==> config.mk <==
export PLATFORM = sky130hd
export DESIGN_NAME = eth_idma_req_sched
export DESIGN_NICKNAME = d
export VERILOG_FILES = /design/src/rtl/eth_idma_req_sched.sv
export SDC_FILE = /design/constraint.sdc
export NUM_CORES = 1
export LEC_CHECK = 0
export CORE_AREA = 3 3 120 122
export CTS_BUF_LIST = sky130_fd_sc_hd__clkbuf_2 sky130_fd_sc_hd__clkbuf_4 sky130_fd_sc_hd__clkbuf_8
export CTS_CLUSTER_SIZE = 10
export DETAILED_ROUTE_END_ITERATION = 8
export DIE_AREA = 0 0 123 125
export PLACE_DENSITY_LB_ADDON = 0.1
export RECOVER_POWER = 25
export SLEW_MARGIN = 20
export SYNTH_ARGS = -nofsm -noshare
export SYNTH_HDL_FRONTEND = slang
export SYNTH_SLANG_ARGS = --single-unit
==> constraint.sdc <==
create_clock -name clk_i -period 2.5 [get_ports clk_i]
set_clock_uncertainty 0.1 [all_clocks]
set_input_delay 0.75 -clock clk_i [delete_from_list [all_inputs] [get_ports clk_i]]
set_output_delay 0.75 -clock clk_i [all_outputs]
set_load 0.03 [all_outputs]
==> src/rtl/eth_idma_req_sched.sv <==
// eth_idma_req_sched
//
// Schedules iDMA transfer requests from the Ethernet TX (mem->stream) and
// RX (stream->mem) requesters onto one shared iDMA backend. The block
// arbitrates round-robin, holds the grant until the backend accepts it, and
// caps the number of in-flight transfers. Backend responses come back in
// order and are routed to the requester that issued the matching request.
//
// Ports:
//   clk_i, rst_i                 clock, asynchronous active-high reset
//   tx_req_*/rx_req_*            requester descriptor valid/ready channels
//   tx_rsp_*/rx_rsp_*            per-requester response channels
//   be_req_*/be_rsp_*            backend request / response channels
//   outstanding_o                transfers accepted by the backend, not yet answered
//   busy_o                       transfers in flight or a grant is held
//   rsp_orphan_o                 backend response arrived with nothing outstanding
//
// Build option:
//   ETH_IDMA_SCHED_RX_PRIO_EN    when defined, RX has strict priority over TX
//                                instead of round-robin.

package eth_idma_pkg;

    typedef struct packed {
        logic [31:0] src_addr;
        logic [31:0] dst_addr;
        logic [15:0] length;
    } idma_req_t;

    typedef struct packed {
        logic        error;
        logic [15:0] bytes_done;
    } idma_rsp_t;

endpackage

module eth_idma_req_sched #(
    parameter int unsigned MaxOutstanding = 4,
    parameter type         idma_req_t     = eth_idma_pkg::idma_req_t,
    parameter type         idma_rsp_t     = eth_idma_pkg::idma_rsp_t
) (
    input  logic                                clk_i,
    input  logic                                rst_i,

    input  idma_req_t                           tx_req_i,
    input  logic                                tx_req_valid_i,
    output logic                                tx_req_ready_o,
    output idma_rsp_t                           tx_rsp_o,
    output logic                                tx_rsp_valid_o,
    input  logic                                tx_rsp_ready_i,

    input  idma_req_t                           rx_req_i,
    input  logic                                rx_req_valid_i,
    output logic                                rx_req_ready_o,
    output idma_rsp_t                           rx_rsp_o,
    output logic                                rx_rsp_valid_o,
    input  logic                                rx_rsp_ready_i,

    output idma_req_t                           be_req_o,
    output logic                                be_req_valid_o,
    input  logic                                be_req_ready_i,
    input  idma_rsp_t                           be_rsp_i,
    input  logic                                be_rsp_valid_i,
    output logic                                be_rsp_ready_o,

    output logic [$clog2(MaxOutstanding+1)-1:0] outstanding_o,
    output logic                                busy_o,
    output logic                                rsp_orphan_o
);

    localparam int unsigned CntW = $clog2(MaxOutstanding + 1);

    typedef enum logic {SrcTx = 1'b0, SrcRx = 1'b1} src_e;
    typedef enum logic [0:0] {StIdle, StLock} state_e;

    state_e                    state_q, state_d;
    src_e                      grant_q, grant_d;
    src_e                      ptr_q, ptr_d;
    logic [CntW-1:0]           cnt_q, cnt_d;
    // Source of each in-flight transfer, oldest at bit 0.
    logic [MaxOutstanding-1:0] fifo_q, fifo_d;

    src_e                      winner;
    src_e                      head;
    logic                      can_grant;
    logic                      gnt_valid;
    logic                      req_hs;
    logic                      rsp_hs;
    logic                      fifo_empty;
    logic [CntW-1:0]           wr_idx;

    assign fifo_empty = (cnt_q == '0);
    assign head       = src_e'(fifo_q[0]);
    assign can_grant  = (cnt_q < CntW'(MaxOutstanding)) && (tx_req_valid_i || rx_req_valid_i);
    assign gnt_valid  = (grant_q == SrcRx) ? rx_req_valid_i : tx_req_valid_i;
    assign req_hs     = (state_q == StLock) && gnt_valid && be_req_ready_i;
    assign rsp_hs     = be_rsp_valid_i && be_rsp_ready_o && !fifo_empty;

    // Arbitration among the requesters valid in IDLE.
    always_comb begin
        winner = SrcTx;
`ifdef ETH_IDMA_SCHED_RX_PRIO_EN
        if (rx_req_valid_i) begin
            winner = SrcRx;
        end
`else
        if (tx_req_valid_i && rx_req_valid_i) begin
            winner = ptr_q;
        end else if (rx_req_valid_i) begin
            winner = SrcRx;
        end
`endif
    end

    // FSM: state register.
    always_ff @(posedge clk_i or posedge rst_i) begin
        if (rst_i) begin
            state_q <= StIdle;
        end else begin
            state_q <= state_d;
        end
    end

    // FSM: next state and grant capture.
    always_comb begin
        state_d = state_q;
        grant_d = grant_q;
        unique case (state_q)
            StIdle: begin
                if (can_grant) begin
                    state_d = StLock;
                    grant_d = winner;
                end
            end
            StLock: begin
                if (req_hs) begin
                    state_d = StIdle;
                end
            end
            default: state_d = StIdle;
        endcase
    end

    // FSM: outputs. The payload mux follows grant_q even in IDLE; only valid is gated.
    always_comb begin
        be_req_o       = (grant_q == SrcRx) ? rx_req_i : tx_req_i;
        be_req_valid_o = 1'b0;
        tx_req_ready_o = 1'b0;
        rx_req_ready_o = 1'b0;
        if (state_q == StLock) begin
            be_req_valid_o = gnt_valid;
            if (grant_q == SrcRx) begin
                rx_req_ready_o = be_req_ready_i;
            end else begin
                tx_req_ready_o = be_req_ready_i;
            end
        end
    end

    // Response routing. With nothing outstanding the response is swallowed
    // (ready mirrors valid so ready stays low while the channel is idle).
    always_comb begin
        tx_rsp_valid_o = 1'b0;
        rx_rsp_valid_o = 1'b0;
        be_rsp_ready_o = be_rsp_valid_i;
        if (!fifo_empty) begin
            if (head == SrcRx) begin
                rx_rsp_valid_o = be_rsp_valid_i;
                be_rsp_ready_o = rx_rsp_ready_i;
            end else begin
                tx_rsp_valid_o = be_rsp_valid_i;
                be_rsp_ready_o = tx_rsp_ready_i;
            end
        end
    end

    assign tx_rsp_o     = be_rsp_i;
    assign rx_rsp_o     = be_rsp_i;
    assign rsp_orphan_o = be_rsp_valid_i && fifo_empty;

    // Source FIFO as a shift register: pop shifts toward bit 0, push lands
    // just past the surviving entries. A push only happens from LOCK, which
    // is entered with a free slot, so wr_idx is always in range.
    always_comb begin
        fifo_d = fifo_q;
        if (rsp_hs) begin
            fifo_d = fifo_q >> 1;
        end
        wr_idx = cnt_q - CntW'(rsp_hs);
        if (req_hs) begin
            for (int unsigned i = 0; i < MaxOutstanding; i++) begin
                if (CntW'(i) == wr_idx) begin
                    fifo_d[i] = grant_q;
                end
            end
        end
    end

    assign cnt_d = cnt_q + CntW'(req_hs) - CntW'(rsp_hs);
    assign ptr_d = req_hs ? ((grant_q == SrcRx) ? SrcTx : SrcRx) : ptr_q;

    always_ff @(posedge clk_i or posedge rst_i) begin
        if (rst_i) begin
            grant_q <= SrcTx;
            ptr_q   <= SrcTx;
            cnt_q   <= '0;
            fifo_q  <= '0;
        end else begin
            grant_q <= grant_d;
            ptr_q   <= ptr_d;
            cnt_q   <= cnt_d;
            fifo_q  <= fifo_d;
        end
    end

    assign outstanding_o = cnt_q;
    assign busy_o        = (cnt_q != '0) || (state_q == StLock);

endmodule

# Yosys cells after proc, flatten, opt, wreduce, memory -nomap -nowiden
# Cells that the tools add are included.
# totals
regBits,10
input_bits,185
output_inout_bits,125
# op_classes
addsub,3
order_cmp,1
eq_ne,3
muxes,25
bitwise_logic,1
reduce_logical,14
# ops
cell,count
$mux W80,1
$mux W1,21
$mux W4,2
$logic_and A1 B1 Y1,7
$eq A2 B3 Y1 const A,2
$logic_not A3 Y1,2
$sub A3 B1 Y3,2
$add A3 B1 Y3,1
$eq A1 B3 Y1 const A,1
$lt A3 B3 Y1 const B,1
$reduce_bool A3 Y1,1
$logic_or A1 B1 Y1,2
$pmux W1 S2,1
$reduce_and A2 Y1,1
$logic_not A1 Y1,1
$not A1 Y1,1

# Longest topological paths before layout
# logic_depth
word_depth,8
ltp_mapped,9

# Worst setup path after synthesis
# Ideal clock, no wire load.
# synth_timing
path_type,input -> register
startpoint,input rx_req_valid_i
endpoint,"register cnt_q[2], in the netlist outstanding_o[2]"
setup_ns,0.140
t_arrival_ns,2.336
required_ns,2.260
path_slack_ns,-0.076
stages,8
path_buffers,0
cell_sequence,mux2i_1 -> or2_2 -> ha_1 -> inv_1 -> ha_1 -> fa_1 -> xor2_1 -> xnor2_1
# synth_via
elab_chain_cells,5
# synth_lines
element,line,rtl
start: declaration,53,"input logic rx_req_valid_i,"
$mux W1,95,assign gnt_valid = (grant_q == SrcRx) ? rx_req_valid_i : tx_req_valid_i;
$logic_and A1 B1 Y1 (2 in series),96,assign req_hs = (state_q == StLock) && gnt_valid && be_req_ready_i;
$add A3 B1 Y3,199,assign cnt_d = cnt_q + CntW'(req_hs) - CntW'(rsp_hs);
$sub A3 B1 Y3,199,
via cnt_d[2],79,"logic [CntW-1:0] cnt_q, cnt_d;"
end signal: assignment,211,cnt_q <= cnt_d;
end: declaration,79,
# The timed path passes the listed nets, and every way through them passes these cells.
# A chain may end at the register's enable or synchronous reset.

==> results.py <==
metrics = {
    "cells_and_area": {
        "fill_cells": 1390,
        "final_nets": 618,
        "final_cell_area_mm2": 0.00449,
        "drive_gt1_share_pct": 49.2,
        "final_cells": 603,
        "final_core_util_pct": 33.8,
        "synthToLayoutAreaGrowth_pct": 141,
        "n_antenna_cell": 0,
    },
    "worst_setup_path": {
        "path_cells": "clkdlybuf4s50_1 > mux2_2 > buf_4",
        "cp.required_ns": 1.65,
        "cp_slowest_stage_delay_ns": 0.43,
        "cp_max_fo": 1,
        "arrival_ns": 1.63,
        "cp-startpoint": "rx_req_i[3]",
        "cp-end-kind": "output port",
        "cp-start-kind": "input pin",
        "cp_slowest_cell": "clkdlybuf4s50_1",
        "path_buf_inv": 2,
        "reg2reg_from": "outstanding_o[2]",
        "worstSetupPathType": "in2out",
        "cp_top_family": "buffers and inverters",
    },
    "synthesis": {
        "yosysWarnings": 0,
        "synth_edf_count": 0,
        "synthTopCellsByCount": "mux2_2 (82), buf_4 (35), dfrtp_1 (10)",
        "syn-num-nets": 380,
        "synth_most_common_cell": "mux2_2",
        "yosysSeqAreaShare_pct": 13.4,
        "synth_top_cell_by_area": "mux2_2",
        "ys_async_sr_fraction_pct": 100,
        "syn_area_per_cell_um2": 9.81,
        "synthFlopType": "dfrtp_1",
        "syn-cell-area_mm2": 0.00186,
        "synthTopCellsByArea": "mux2_2 (50%), buf_4 (14%), dfrtp_1 (13%), ha_1 (2.7%), mux2_4 (1.6%)",
        "syn_inst": 190,
        "yosysUniqueCellTypes": 31,
        "yosys.area.top_type_share_pct": 49.5,
        "synth-seq-cells": 10,
    },
    "drt": {
        "firstDrtPassIters": 3,
        "wl_per_cell_um": 17.2,
        "via_count": 2249,
        "wirelength_mm": 10.4,
        "drtIter0Drc": 33,
        "drc": 0,
        "ant_nets": 0,
        "vias_per_cell": 3.73,
    },
    "global_route": {
        "gr-usage-all-layers_pct": 12.6,
        "grt_use_met1_pct": 12.9,
        "grt_antenna_before_repair": 0,
        "grtUsageMet3_pct": 6.50,
        "grt_use_met2_pct": 23.5,
        "grt_max_degree": 41,
        "grt_pass1_wl_mm": 14.8,
        "busiest_layer": "met2",
        "grt_pass1_vias": 2440,
        "gr-total-overflow": 0,
    },
    "floorplan": {
        "dieHeight_um": 125,
        "fp.dieW_um": 123,
        "rows": 42,
        "dieArea_mm2": 0.0154,
        "start_util_pct": 14.0,
        "ios": 310,
        "core-area_mm2": 0.0133,
    },
    "power_and_ir_drop": {
        "p_leak_uw": 0.00191,
        "vdd_ir_drop_max_uv": 327,
        "power_density_mw_per_mm2": 919,
    },
    "clock_network": {
        "h-tree-depth": 1,
        "cts_sinks": 10,
        "clock-root-buffer": "clkbuf_8",
        "clk_pin_slew_ns": 0.05,
        "cts_tree": "yes",
        "holdBufCountCts": 0,
        "numCtsBuffers": 3,
        "clock_latency_ns": 0.23,
        "cts_max_path_buffers": 2,
    },
    "hold_path": {
        "min_path_type": "reg2reg",
        "hp-start": "fifo_q[3]",
    },
    "sta": {
        "worst_pin_slew_ns": 0.430,
        "slew_headroom_pct": 71.3,
        "period_share_pct": 99.1,
        "setup_viol": 0,
        "hold_ws_ns": 0.392,
        "tns_ns": 0,
        "final.min_clock_period_ns": 2.48,
        "fmax_mhz": 404,
        "drv_slew": 0,
        "hold_violations": 0,
    },
    "placement": {
        "gp_congestion": 0.774,
        "place_area_mm2": 0.00438,
        "place_inst": 596,
        "dp_hpwl_mm": 9.22,
        "portBuffers": 258,
    },
    "job": {
        "cap_violations": 0,
    },
    "outcome": {
        "outcome": "finished clean",
    },
}
## layout make-up
| class | instances | area (µm²) | area share, % |
|---|---|---|---|
| Clock buffer | 4 | 55.1 | 1.23 |
| Inverter | 6 | 22.5 | 0.502 |
| Multi-Input combinational cell | 129 | 1330 | 29.6 |
| Sequential cell | 10 | 254 | 5.66 |
| Tap cell | 176 | 220 | 4.91 |
| Timing Repair Buffer | 278 | 2610 | 58.1 |
## registers in the layout, summed over array words and instances (netlist names)
signal,count
outstanding_o,3
ptr_q,1
state_q,1
fifo_q,4
grant_q,1
## per-layer routing
layer / vias up / share of wire (%)
met5: - / 0
met1: 981 / 33
li1: 1121 / -
met3: 4 / 12
met4: 0 / 0.41
met2: 143 / 54
## path summary, 6_finish.rpt
check	endpoint	slack (ns)	depth (start not counted)
max	be_req_o[3]	0.02	3
min	fifo_q[3]	0.39	1
max reg2reg	fifo_q[2]	0.18	9
min reg2reg	fifo_q[3]	0.39	1
max in group asynchronous	grant_q	1.11	2
min in group asynchronous	fifo_q[1]	0.86	2
## power breakdown
| group | switching (µW) | leakage [µW] | internal, µW |
|---|---|---|---|
| clock | 62.8 | 0.0000288 | 138 |
| sequential | 71.4 | 0.000124 | 242 |
| combinational | 1870 | 0.00176 | 1740 |
## cell families after synthesis
group,count (synthesis),synth area share (%)
muxes,86,52.2
buffers and inverters,51,17.5
and+or+nand+nor,23,6.85
AOI/OAI and AO/OA,12,4.83
DFF,10,13.4
adders and majority gates,5,3.76
xor gates and xnor gates,3,1.41
## worst reg2reg max path, delay by kind of cell (launching register included)
kind / cells / cell delay, ns
AND/OR/NAND/NOR: 3 / 0.49
buffers and inverters: 1 / 0.17
XOR/XNOR: 1 / 0.16
adder cells (fa/ha/maj): 2 / 0.36
flip-flops: 1 / 0.36
multiplexers: 1 / 0.31
AO/OA/AOI/OAI: 1 / 0.27
## metrics by stage
stage          setup WS, ns  power (µW)
3_3_place_gp         -0.466        3930
3_5_place_dp         -0.483        3920
4_1_cts              0.0120        4160
6_report             0.0231        4130
5_1_grt            -0.00231        4380
2_1_floorplan        0.0143        2560
## placed cells by master (no fill, tap or decap), types with 3 or more instances in the layout
| cell | n |
|---|---|
| clkdlybuf4s50_1 | 158 |
| buf_4 | 96 |
| mux2_2 | 82 |
| dfrtp_1 | 9 |
| buf_12 | 8 |
| dlygate4sd2_1 | 7 |
| nor2_1 | 6 |
| inv_1 | 6 |
| a21oi_1 | 4 |
| clkbuf_8 | 4 |
| nand2_1 | 3 |
## timing repair
| item | CTS | global route |
|---|---|---|
| setup buffers | 1 | 2 |
| gates resized for setup | 16 | 10 |
| setup endpoints to repair | 14 | 6 |
| pin swaps | 1 | 5 |
(Power assumes the default switching activity.)
==> RTL edit 1: new RTL, same settings <==
The parameter `MaxOutstanding` goes from 4 to 8.
--- a/src/rtl/eth_idma_req_sched.sv
+++ b/src/rtl/eth_idma_req_sched.sv
@@ -36,5 +36,5 @@
 
 module eth_idma_req_sched #(
-    parameter int unsigned MaxOutstanding = 4,
+    parameter int unsigned MaxOutstanding = 8,
     parameter type         idma_req_t     = eth_idma_pkg::idma_req_t,
     parameter type         idma_rsp_t     = eth_idma_pkg::idma_rsp_t
Interface: changed (resized outstanding_o); port bits go from 310 to 311. The function was not compared with the original's and may differ.
==> RTL edit 1 against the original RTL <==
  * The flow now finishes with violations (setup timing)
  * Synthesized area rose by 21%
  * Non-clock buffer count is 4 higher
  * Largest power group unchanged
  * Sequential power increased by 43%
  * Sequential cell count grew 5
  * Hold slack got worse by 1.7 ps
  * Design area grew 12%
  * Highest routed layer unchanged
  * Worst setup slack worse by 87 ps
  * Total power rose by 15%
  * Routed wire length increased by 15%
==> RTL edit 1: results (changes against the original RTL) <==
* Sequential Area: 382 sq um, was 254 sq um
* fill cell count: 1324, was 1390
* final number of setup-violating endpoints: 7, was 0
* number of ordinary inverters in the final layout: 12, was 6
* Pre-Repair DR Iteration Count: 4, was 3
* input/output buffers: 259, was 258
* maximum number of pins on one net before global-route repair: 66, was 41
* least setup slack across all paths after layout: -63.4 ps, was 23.1 ps
* Post-CTS Resized: 28, was 16
* number of nets in the final layout: 664, was 618
* post-synthesis cell count: 228, was 190
* via count: 2591, was 2249
* post-layout instance area: 5030 sq um, was 4490 sq um
* IR drop worst, VDD: 0.332 mV, was 0.327 mV
* Final GP Congestion: 0.838, was 0.774
* pre-CTS WS: -553 ps, was -483 ps
* failing checks: setup timing
* fraction of layout cells with a size suffix above 1: 48.4%, was 49.2%
* Initial DRC Count: 51, was 33
* detailed-routing wirelength on met1: 3940 um, was 3450 um
* relative max-transition margin: 58.0%, was 71.3%
* global-route track usage on met3: 4.16%, was 6.50%
* via count of the first global-routing pass: 2847, was 2440
* length of routed met2 wiring: 6770 um, was 5600 um
* WHS: 391 ps, was 392 ps
* comb_multi_in: 156, was 129
* fraction of area in non-clock buffers: 53.7%, was 58.1%
* status: finished with violations, was completed
* worst stage delay on the critical path: 310 ps, was 430 ps
* All-Layer GR Usage: 14.4%, was 12.6%
* post-CTS clock slew at the launch and capture registers of the worst setup and hold paths: 70 ps, was 50 ps
* data arrival time of the worst path: 2600 ps, was 1630 ps
* largest fanout on the critical path: 4, was 1
* clock net sink count: 15, was 10
* Seq group: 0.000450 W, was 0.000314 W
* top post-synthesis cells by count: mux2_2 (81), buf_4 (34), dfrtp_1 (15), was mux2_2 (82), buf_4 (35), dfrtp_1 (10)
* placed instance area: 4880 sq um, was 4380 sq um
RTL edit 1: kinds of logic (layout without fill, tap and decap cells):
family                   after synthesis  after routing  synth area share [%]
flip-flops                            15             15                  16.7
AND/OR/NAND/NOR                       38             38                  9.95
multiplexers                          95             95                  48.4
XOR/XNOR                               3              3                  1.17
adder cells (fa/ha/maj)                9              9                  5.33
AO/OA/AOI/OAI                         11             11                  2.78
buffers and inverters                 57            298                  15.7
RTL edit 1: worst paths after layout:
check                                      end  depth (start not counted)                       start
max in group asynchronous  grant_q$_DFFE_PP0P_                          2                       rst_i
setup / recovery           fifo_q[3]$_DFF_PP0_                         10              rx_rsp_ready_i
min in group asynchronous  fifo_q[1]$_DFF_PP0_                          2                       rst_i
setup reg to reg           fifo_q[3]$_DFF_PP0_                         11  outstanding_o[2]$_DFF_PP0_
hold / removal               ptr_q$_DFFE_PP0N_                          2           ptr_q$_DFFE_PP0N_
hold reg to reg              ptr_q$_DFFE_PP0N_                          2           ptr_q$_DFFE_PP0N_
==> RTL edit 2: new RTL, same settings <==
Without the edit above. Make the reset (`rst_i`) synchronous in 2 clocked blocks. Comments in the files are not updated.
--- a/src/rtl/eth_idma_req_sched.sv
+++ b/src/rtl/eth_idma_req_sched.sv
@@ -114,5 +114,5 @@
 
     // FSM: state register.
-    always_ff @(posedge clk_i or posedge rst_i) begin
+    always_ff @(posedge clk_i) begin
         if (rst_i) begin
             state_q <= StIdle;
@@ -200,5 +200,5 @@
     assign ptr_d = req_hs ? ((grant_q == SrcRx) ? SrcTx : SrcRx) : ptr_q;
 
-    always_ff @(posedge clk_i or posedge rst_i) begin
+    always_ff @(posedge clk_i) begin
         if (rst_i) begin
             grant_q <= SrcTx;
Formal check against the unedited RTL: differs if rst_i is asserted again (counterexample within 4 cycles, from zero or initial values and one cycle with rst_i high); with rst_i held inactive, the same outputs for 10 cycles.
==> RTL edit 2 against the original RTL <==
  * Fmax up 0.37%
  * Count of clock-buffer cells in the layout unchanged
  * Synthesized area shrank 2.1%
  * Sequential cell count stayed put
  * Routed wire length down 12%
  * Design area about the same
  * Worst setup slack improved by 9.1 ps
  * Total power fell by 45%
  * Critical path type unchanged
  * Largest power group unchanged
==> RTL edit 2: results (changes against the original RTL) <==
* placed instance area: 4350 sq um, was 4380 sq um
* async set-or-reset flop fraction in the synthesized netlist: 0%, was 100%
* mean post-synth cell area: 9.17 sq um, was 9.81 sq um
* number of distinct library cells after synthesis: 30, was 31
* pre-CTS WS: -551 ps, was -483 ps
* post-synthesis xor/xnor area fraction: 1.44%, was 1.41%
* global-route wire length before repair: 13200 um, was 14800 um
* via count of the first global-routing pass: 2515, was 2440
* placed cells: 608, was 596
* IR drop worst, VDD: 0.304 mV, was 0.327 mV
* total combinational power: 0.00188 W, was 0.00361 W
* Antenna Diode Count: 0, unchanged
* post-CTS clock slew at the launch and capture registers of the worst setup and hold paths: 50 ps, about the same
* via count: 2375, was 2249
* multiplexer share of the synthesized area: 51.6%, was 52.2%
* Routed wire per std cell: 14.8 um, was 17.2 um
* Via-to-Cell Ratio: 3.86, was 3.73
* initial antenna violation count: 1, was 0
* number of stages on the worst hold path: 2, was 1
* maximum number of pins on one net before global-route repair: 55, was 41
* DP HPWL: 7890 um, was 9220 um
* power density of the placed cells: 508 nW/um^2, was 919 nW/um^2
* Critical Path Start: tx_req_i[27], was rx_req_i[3]
* number of nets in the final layout: 630, was 618
* Main synth FF type: dfxtp_1, was dfrtp_1
* Initial DRC Count: 40, was 33
* endpoint of the most critical register-to-register path: fifo_q[1]$_SDFF_PP0_, was fifo_q[2]$_DFF_PP0_
* chip width: 123 um, unchanged
* Pre-Repair DR Iteration Count: 4, was 3
* status: completed, unchanged
* Endpoint, Worst Hold: ptr_q$_SDFFE_PP0N_, was fifo_q[3]$_DFF_PP0_
* Compound-Gate Fraction of Synth Area: 5.14%, was 4.83%
* syn_nets: 389, was 380
* R2R setup slack: 100 ps, was 180 ps
* setup fix buffers added after clock tree synthesis: 3, was 1
* Crit Reg-Reg Startpoint: outstanding_o[1]$_SDFF_PP0_, was outstanding_o[2]$_DFF_PP0_
* WHS: 402 ps, was 392 ps
* cell types occupying the most area after synthesis: mux2_2 (49%), buf_4 (14%), dfxtp_1 (11%), was mux2_2 (50%), buf_4 (14%), dfrtp_1 (13%)
* fill cell count: 1410, was 1390
* Final GP Congestion: 0.776, was 0.774
* design internal power: 0.00127 W, was 0.00212 W
* fraction of layout cells with a size suffix above 1: 49.7%, was 49.2%
* proportion of synthesized chip area in sequential cells: 11.0%, was 13.4%
* Setup crit end: be_req_o[27], was be_req_o[3]
* Clk network pwr share: 8.0%, was 4.9%
* top post-synthesis cells by count: mux2_2 (80), buf_4 (35), nor2_1 (13), was mux2_2 (82), buf_4 (35), dfrtp_1 (10)
* register ranked first by flip-flop count: fifo_q, unchanged
* All-Layer GR Usage: 10.6%, was 12.6%
* launch point of the worst hold path: ptr_q$_SDFFE_PP0N_, was fifo_q[3]$_DFF_PP0_
* post-layout instance area: 4490 sq um, about the same
* Post-CTS Resized: 27, was 16
-- RTL edit 2: changes by cell type after synthesis, moves of 2 or more --
cell      unedited run  this run
a31oi_1              2         0
mux2i_1              2         4
mux2_2              82        80
dfrtp_1             10         0
nor2b_1              1         3
nor2_1               7        13
nand3b_1             2         0
dfxtp_1              0        10
mux2_4               2         0
nand2b_1             0         2
inv_1                6         8
nor4b_1              0         2
-- RTL edit 2: per-layer routing --
layer / track usage [%] / share of wire [%] / vias to the layer above
li1: - / - / 1151
met1: 10.3 / 31 / 1045
met2: 21.2 / 53 / 163
met3: 3.97 / 14 / 14
met4: 1.89 / 1.2 / 2
met5: 0 / 0.14 / -
-- RTL edit 2: critical path, cell delays in order --
cell and delay (ps):
clkdlybuf4s50_1 430, mux2_2 270, buf_4 170
-- RTL edit 2: layout make-up --
type | instances | share of cell area [%]
clock buffers | 4 | 1.09
inverters | 8 | 0.668
multi-input cells | 137 | 31.1
flip-flops and latches | 10 | 4.54
well taps | 176 | 4.90
repair buffers | 280 | 57.7
